### config.mk
export PLATFORM = sky130hd
export DESIGN_NAME = cfg_req_timeout_tracker
export DESIGN_NICKNAME = d
export VERILOG_FILES = /design/src/rtl/cfg_req_timeout_tracker.sv
export SDC_FILE = /design/constraint.sdc
export NUM_CORES = 1
export LEC_CHECK = 0
export CAP_MARGIN = 10
export CORE_UTILIZATION = 69
export DETAILED_ROUTE_END_ITERATION = 6
export DONT_BUFFER_PORTS = 1
export PLACE_DENSITY = 0.84
export SLEW_MARGIN = 20
export SYNTH_ARGS = -nofsm -noshare
export SYNTH_HDL_FRONTEND = slang
export SYNTH_SLANG_ARGS = --single-unit
### constraint.sdc
create_clock -name clk_i -period 15.37 [get_ports clk_i]
set_clock_uncertainty 0.05 [all_clocks]
set_input_delay 2.3055 -clock clk_i [delete_from_list [all_inputs] [get_ports clk_i]]
set_output_delay 2.3055 -clock clk_i [all_outputs]
set_load 0.1 [all_outputs]
### src/rtl/cfg_req_timeout_tracker.sv
// Timeout tracker for the root-port config-space Avalon-MM path: ages in-order requests and
// answers over-age ones with an error completion. Optional interrupt: CFG_REQ_TIMEOUT_IRQ_EN.
module cfg_req_timeout_tracker #(
  parameter int                    ADDR_WIDTH      = 14,
  parameter int                    DATA_WIDTH      = 32,
  parameter int                    RESP_WIDTH      = 2,
  parameter int                    MAX_OUTSTANDING = 4,
  parameter int                    TIMER_WIDTH     = 32,
  parameter int                    TIMEOUT_DEFAULT = 5000000,
  parameter logic [RESP_WIDTH-1:0] SLAVE_ERROR     = 2'b10,
  parameter int                    CSR_ADDR_WIDTH  = 8,
  parameter int                    CSR_DATA_WIDTH  = 32
) (
  input  logic                      clk_i,
  input  logic                      rstn_i,
  input  logic                      host_read_i,
  input  logic                      host_write_i,
  input  logic [ADDR_WIDTH-1:0]     host_address_i,
  input  logic [DATA_WIDTH-1:0]     host_writedata_i,
  output logic                      host_waitrequest_o,
  output logic                      host_readdatavalid_o,
  output logic                      host_writerespvalid_o,
  output logic [DATA_WIDTH-1:0]     host_readdata_o,
  output logic [RESP_WIDTH-1:0]     host_resp_o,
  output logic                      cs_read_o,
  output logic                      cs_write_o,
  output logic [ADDR_WIDTH-1:0]     cs_address_o,
  output logic [DATA_WIDTH-1:0]     cs_writedata_o,
  input  logic                      cs_waitrequest_i,
  input  logic                      cs_readdatavalid_i,
  input  logic                      cs_writerespvalid_i,
  input  logic [DATA_WIDTH-1:0]     cs_readdata_i,
  input  logic [RESP_WIDTH-1:0]     cs_resp_i,
  input  logic [CSR_ADDR_WIDTH-1:0] csr_address_i,
  input  logic                      csr_read_i,
  input  logic                      csr_write_i,
  input  logic [CSR_DATA_WIDTH-1:0] csr_writedata_i,
  output logic [CSR_DATA_WIDTH-1:0] csr_readdata_o,
  output logic                      csr_readdatavalid_o,
  output logic                      csr_waitrequest_o,
  output logic                      irq_o
);

  localparam int PTR_W = $clog2(MAX_OUTSTANDING);
  localparam int CNT_W = $clog2(MAX_OUTSTANDING + 1);

  localparam logic [CSR_ADDR_WIDTH-1:0] CSR_TIMEOUT = CSR_ADDR_WIDTH'(8'h00);
  localparam logic [CSR_ADDR_WIDTH-1:0] CSR_STATUS  = CSR_ADDR_WIDTH'(8'h04);
  localparam logic [CSR_ADDR_WIDTH-1:0] CSR_TOCNT   = CSR_ADDR_WIDTH'(8'h08);
  localparam logic [CSR_ADDR_WIDTH-1:0] CSR_OCC     = CSR_ADDR_WIDTH'(8'h0C);

  function automatic logic [15:0] sat_inc16(input logic [15:0] v);
    return (v == 16'hFFFF) ? v : v + 16'd1;
  endfunction

  // Tracking FIFO: one timestamp and one is_write flag per in-flight request
  logic [TIMER_WIDTH-1:0]     fifo_ts_q [MAX_OUTSTANDING];
  logic [MAX_OUTSTANDING-1:0] fifo_wr_q;
  logic [PTR_W-1:0]           wr_ptr_q, wr_ptr_d, rd_ptr_q, rd_ptr_d;
  logic [CNT_W-1:0]           outstanding_q, outstanding_d, stale_q, stale_d;
  logic [TIMER_WIDTH-1:0]     now_q, timeout_q, timeout_d, age;
  logic                       status_to_q, status_to_d;
  logic [15:0]                to_count_q, to_count_d;
  logic                       irq_en;

  logic                       rdv_q, rdv_d, wrv_q, wrv_d;
  logic [DATA_WIDTH-1:0]      rdata_q, rdata_d;
  logic [RESP_WIDTH-1:0]      resp_q, resp_d;
  logic [CSR_DATA_WIDTH-1:0]  csr_rdata_q, csr_rdata_d;
  logic                       csr_rdv_q;

  logic [CNT_W:0] occ_sum;
  logic           full, accept, rsp_valid, drop, fwd, expire, pop, head_is_write;

`ifdef CFG_REQ_TIMEOUT_IRQ_EN
  logic irq_en_q, irq_en_d, irq_q;
  assign irq_en = irq_en_q;
  assign irq_o  = irq_q;
`else
  assign irq_en = 1'b0;
  assign irq_o  = 1'b0;
`endif

  assign occ_sum            = {1'b0, outstanding_q} + {1'b0, stale_q};
  assign full               = (occ_sum == (CNT_W + 1)'(MAX_OUTSTANDING));
  assign cs_read_o          = host_read_i & ~full;
  assign cs_write_o         = host_write_i & ~full;
  assign cs_address_o       = host_address_i;
  assign cs_writedata_o     = host_writedata_i;
  assign host_waitrequest_o = cs_waitrequest_i | full;
  assign accept             = (cs_read_o | cs_write_o) & ~cs_waitrequest_i;

  // A real response always belongs to the oldest request; while stale entries remain,
  // the oldest one is an already-terminated request whose late answer must be swallowed.
  assign rsp_valid     = cs_readdatavalid_i | cs_writerespvalid_i;
  assign drop          = rsp_valid & (stale_q != '0);
  assign fwd           = rsp_valid & (stale_q == '0);
  assign head_is_write = fifo_wr_q[rd_ptr_q];
  assign age           = now_q - fifo_ts_q[rd_ptr_q];
  assign expire        = (outstanding_q != '0) & (timeout_q != '0) & (age >= timeout_q) & ~rsp_valid;
  assign pop           = expire | (fwd & (outstanding_q != '0));

  always_comb begin
    wr_ptr_d      = wr_ptr_q;
    rd_ptr_d      = rd_ptr_q;
    if (accept) wr_ptr_d = wr_ptr_q + 1'b1;
    if (pop)    rd_ptr_d = rd_ptr_q + 1'b1;
    outstanding_d = outstanding_q + CNT_W'(accept) - CNT_W'(pop);
    stale_d       = stale_q + CNT_W'(expire) - CNT_W'(drop);
  end

  always_comb begin
    rdv_d   = 1'b0;
    wrv_d   = 1'b0;
    rdata_d = rdata_q;
    resp_d  = resp_q;
    if (fwd) begin
      rdv_d   = cs_readdatavalid_i;
      wrv_d   = cs_writerespvalid_i;
      rdata_d = cs_readdata_i;
      resp_d  = cs_resp_i;
    end else if (expire) begin
      rdv_d   = ~head_is_write;
      wrv_d   = head_is_write;
      rdata_d = head_is_write ? '0 : '1;
      resp_d  = SLAVE_ERROR;
    end
  end

  // CSR writes: a timeout in the same cycle as W1C keeps TO set; a TO_COUNT write wins over increment
  always_comb begin
    timeout_d   = timeout_q;
    status_to_d = status_to_q;
    to_count_d  = expire ? sat_inc16(to_count_q) : to_count_q;
`ifdef CFG_REQ_TIMEOUT_IRQ_EN
    irq_en_d    = irq_en_q;
`endif
    if (csr_write_i) begin
      case (csr_address_i)
        CSR_TIMEOUT: timeout_d = TIMER_WIDTH'(csr_writedata_i);
        CSR_STATUS: begin
          if (csr_writedata_i[0]) status_to_d = 1'b0;
`ifdef CFG_REQ_TIMEOUT_IRQ_EN
          irq_en_d = csr_writedata_i[1];
`endif
        end
        CSR_TOCNT: to_count_d = '0;
        default: ;
      endcase
    end
    if (expire) status_to_d = 1'b1;
  end

  always_comb begin
    csr_rdata_d = '0;
    if (csr_read_i) begin
      case (csr_address_i)
        CSR_TIMEOUT: csr_rdata_d = CSR_DATA_WIDTH'(timeout_q);
        CSR_STATUS:  csr_rdata_d = CSR_DATA_WIDTH'({irq_en, status_to_q});
        CSR_TOCNT:   csr_rdata_d = CSR_DATA_WIDTH'(to_count_q);
        CSR_OCC:     csr_rdata_d = CSR_DATA_WIDTH'({8'(stale_q), 8'(outstanding_q)});
        default:     csr_rdata_d = '0;
      endcase
    end
  end

  always_ff @(posedge clk_i or negedge rstn_i) begin
    if (!rstn_i) begin
      for (int i = 0; i < MAX_OUTSTANDING; i++) fifo_ts_q[i] <= '0;
      fifo_wr_q     <= '0;
      wr_ptr_q      <= '0;
      rd_ptr_q      <= '0;
      outstanding_q <= '0;
      stale_q       <= '0;
      now_q         <= '0;
      timeout_q     <= TIMER_WIDTH'(TIMEOUT_DEFAULT);
      status_to_q   <= 1'b0;
      to_count_q    <= '0;
      rdv_q         <= 1'b0;
      wrv_q         <= 1'b0;
      rdata_q       <= '0;
      resp_q        <= '0;
      csr_rdata_q   <= '0;
      csr_rdv_q     <= 1'b0;
    end else begin
      if (accept) begin
        fifo_ts_q[wr_ptr_q] <= now_q;
        fifo_wr_q[wr_ptr_q] <= host_write_i;
      end
      wr_ptr_q      <= wr_ptr_d;
      rd_ptr_q      <= rd_ptr_d;
      outstanding_q <= outstanding_d;
      stale_q       <= stale_d;
      now_q         <= now_q + 1'b1;
      timeout_q     <= timeout_d;
      status_to_q   <= status_to_d;
      to_count_q    <= to_count_d;
      rdv_q         <= rdv_d;
      wrv_q         <= wrv_d;
      rdata_q       <= rdata_d;
      resp_q        <= resp_d;
      csr_rdata_q   <= csr_rdata_d;
      csr_rdv_q     <= csr_read_i;
    end
  end

`ifdef CFG_REQ_TIMEOUT_IRQ_EN
  always_ff @(posedge clk_i or negedge rstn_i) begin
    if (!rstn_i) begin
      irq_en_q <= 1'b0;
      irq_q    <= 1'b0;
    end else begin
      irq_en_q <= irq_en_d;
      irq_q    <= status_to_q & irq_en_q;
    end
  end
`endif

  assign host_readdatavalid_o  = rdv_q;
  assign host_writerespvalid_o = wrv_q;
  assign host_readdata_o       = rdata_q;
  assign host_resp_o           = resp_q;
  assign csr_readdata_o        = csr_rdata_q;
  assign csr_readdatavalid_o   = csr_rdv_q;
  assign csr_waitrequest_o     = 1'b0;

endmodule
==> results.md <==
- Worst-Skew Late Latency: 570 ps
- Sink Count: 292
- Non-Filler Instances: 1598
- Reg2Reg Capture Point: outstanding_q[2]
- # Post-CTS Setup Buffers: 0
- Worst R2R Start: rd_ptr_q[0]
- Worst-case clock buffer depth: 3
- HP Start: rd_ptr_q[0]
- Worst vdd ir: 0.000114 V
- Finished layout cell area: 16300 um^2
- Fmax: 143 MHz
- Largest net degree at the start of global routing: 293
- Drt total wl: 35.7 mm
- RSZ-0062 raised after global routing: false
- Crit path launch type: register
- Final setup margin: 8370 ps
- Final setup fails: 0
- Synth Register Bits: 292
- H-tree level count: 1
- Placement Setup Slack: 8420 ps
- Fraction of registers with async set/reset: 1.00
- Status: finished, final reports clean
- Post-synthesis sequential area ratio: 0.476
- CP Class: reg -> reg
- Buffers & Inverters on Critical Path: 5
- # rows: 54
- Post-CTS Resized: 0
- Worst setup EP type: register
- Clock Tree Root: clkbuf_16
- First-pass GRT wire length: 56.2 mm
- Share of cells above drive strength 1: 0.196
- Hold path cells: 1
- Netlist cell types: 67
- 1st-iter DRT viols: 762
- Mapped Cells: 1360
- Max transition margin: 0.288
- Post-DR wirelength/cell: 22.3 um
- TritonCTS clock tree: done
- Avg Cell Area, Syn: 11.3 um^2
- Cts hold-fix bufs: 0
- Cell leakage power: 7.75 nW
- Tot GR Track Use: 0.317
- Initial antenna violation count: 1
- Final Cycle Share: 0.455
- Dominant cell type by area after synthesis: dfrtp_1
- Initial core utilization: 0.705
- Largest stage delay on the critical path: 710 ps
- Gpl congestion: 0.910
- Crit-path max FO: 33
- Worst Max-Slew Pin Slew: 1060 ps
- Final slew viol count: 0
- Synth warn: 0
- Number of port buffers: 0
- Area Overhead vs Synth: 5.83%
- Fin nets: 1503
- P per Cell Area: 183 nW/um^2
- WHS Endpoint: rd_ptr_q[0]
- Inst Count DP: 1541
- Commonest cells in the netlist: 284 x dfrtp_1, 133 x mux2_2, 88 x inv_1, 81 x nand2_1, 76 x ha_1
- DRC: 0
- Hold Crit Class: reg -> reg
- Core Area: 21800 um^2
- Die H: 151 um
- Setup TNS: 0 ps
- Final hold viol count: 0
- Die area: 22900 um^2
- DP Wirelength: 24.0 mm
- Vias: 10400
- Total power: 2.98 mW
- Vias/cell: 6.49
- IO Pins: 249
- Number of global-route vias before repair: 10500
- Crit path time final: 7000 ps
- Total gr overflow: 0
- WP data required: 15800 ps
- CP max stage cell: o31ai_2
- Primary FF master, synth: dfrtp_1
- Crit-path leading delay family: compound AO/OA/AOI/OAI gates
- Post-DRT Antenna Nets: 0
- Data arrival time of the worst path: 7430 ps
- CTS buffer count: 31
- Clock Pin Slew Worst Setup and Hold Paths: 60 ps
- Max_cap viols: 0
- Die W: 151 um
- Most common cell in the netlist: dfrtp_1
- Post-synth EDFFs: 0
- Placed Area: 15200 um^2
- Netlist Area Pre-Place: 15400 um^2
- Synth area leaders: dfrtp_1 46%, mux2_2 9.7%, ha_1 6.2%
- Drt pass-1 iters: 5
- R2R setup slack: 8370 ps
- Path depth of the worst reg2reg path: 25
- Synth top area share: 0.462
- Number of fill cells: 1387
## kinds of logic (layout without fill, tap and decap cells)
logic type | count (synthesis) | count (layout) | synth area share
simple gates | 315 | 315 | 0.103
flops | 292 | 292 | 0.476
compound gates | 227 | 227 | 0.0995
buf+inv | 200 | 156 | 0.0624
mux | 182 | 182 | 0.157
fa+ha+maj | 80 | 80 | 0.0670
xor+xnor | 63 | 63 | 0.0359
other cells | 1 | 3 | 0.000244
## layer usage
layer | GRT usage | share of wire
met1 | 0.411 | 0.40
met2 | 0.518 | 0.48
met3 | 0.0660 | 0.080
met4 | 0.136 | 0.038
met5 | 0 | 0
## worst register-to-register path, stage by stage, from the launching register on
cell and delay, ps:
dfrtp_2 370, buf_4 590, mux4_2 610, inv_1 100, ha_1 290, a21oi_1 210, o21ai_0 190, o22a_1 290
a31o_2 280, a31o_2 260, a2111oi_0 440, o211ai_1 180, ha_1 220, a21o_1 170, a21o_1 170, a21oi_1 220
inv_1 110, o31ai_2 710, nand2_1 200, ha_1 330, inv_1 50, ha_1 120, inv_1 50, fa_1 370
xnor2_1 190, xnor2_1 160
## area by class of cell
type / count / area, um^2 / share of cell area
sequential: 292 / 7320 / 0.449
multi-input combinational: 869 / 7150 / 0.439
clock buffer: 36 / 815 / 0.0500
tap: 280 / 350 / 0.0215
inverter: 88 / 330 / 0.0203
clock inverter: 20 / 228 / 0.0140
timing repair buffer: 12 / 90.1 / 0.00553
antenna: 1 / 2.50 / 0.000154
## sequential cells by signal (all words and copies together) (netlist names), 2 cells and up
signal           cells
to_count_q          16
now_q               32
stale_q              3
wr_ptr_q             2
host_resp_o          2
timeout_q           32
rd_ptr_q             2
fifo_ts_q          128
csr_readdata_o      32
fifo_wr_q            4
host_readdata_o     32
outstanding_q        3
## stage by stage
step,hold slack [ps],util
after floorplan,414,-
after global placement,417,0.698
after detailed placement,421,0.698
after CTS,431,0.746
after global routing,444,0.746
final,432,0.746
## cells in the final DEF (no fill, tap or decap), types with 5 or more instances in the layout
cell type,instances
a21o_1,13
a21oi_1,55
a221o_1,32
a31oi_1,8
and2_1,23
and3_1,22
buf_4,12
clkbuf_16,31
clkinv_2,9
dfrtp_1,283
dfstp_2,8
ha_1,76
inv_1,88
mux2_2,133
mux2i_1,15
mux4_2,34
nand2_1,81
nand2b_1,8
nand3_1,32
nand4_1,23
nor2_1,64
nor3_1,13
nor4_1,12
o211ai_1,5
o21a_1,5
o21ai_0,67
or3_1,16
xnor2_1,41
xor2_1,22
## worst max path at each step
stage                      startpoint  cells past startpoint  slack [ps]          endpoint
after global placement    rd_ptr_q[0]                     25        8710  outstanding_q[2]
after CTS                 rd_ptr_q[0]                     25        8430  outstanding_q[2]
after global routing      rd_ptr_q[0]                     25        7880  outstanding_q[2]
final                     rd_ptr_q[0]                     25        8370  outstanding_q[2]
after floorplan           rd_ptr_q[0]                     27        9350  outstanding_q[2]
after detailed placement  rd_ptr_q[0]                     25        8420  outstanding_q[2]
## power by group
group	total [mW]	switching [mW]	internal [mW]
Combinational	0.942	0.518	0.424
Clock	0.761	0.313	0.448
Sequential	1.27	0.404	0.869
No activity file was read; power rests on OpenSTA's default activity.
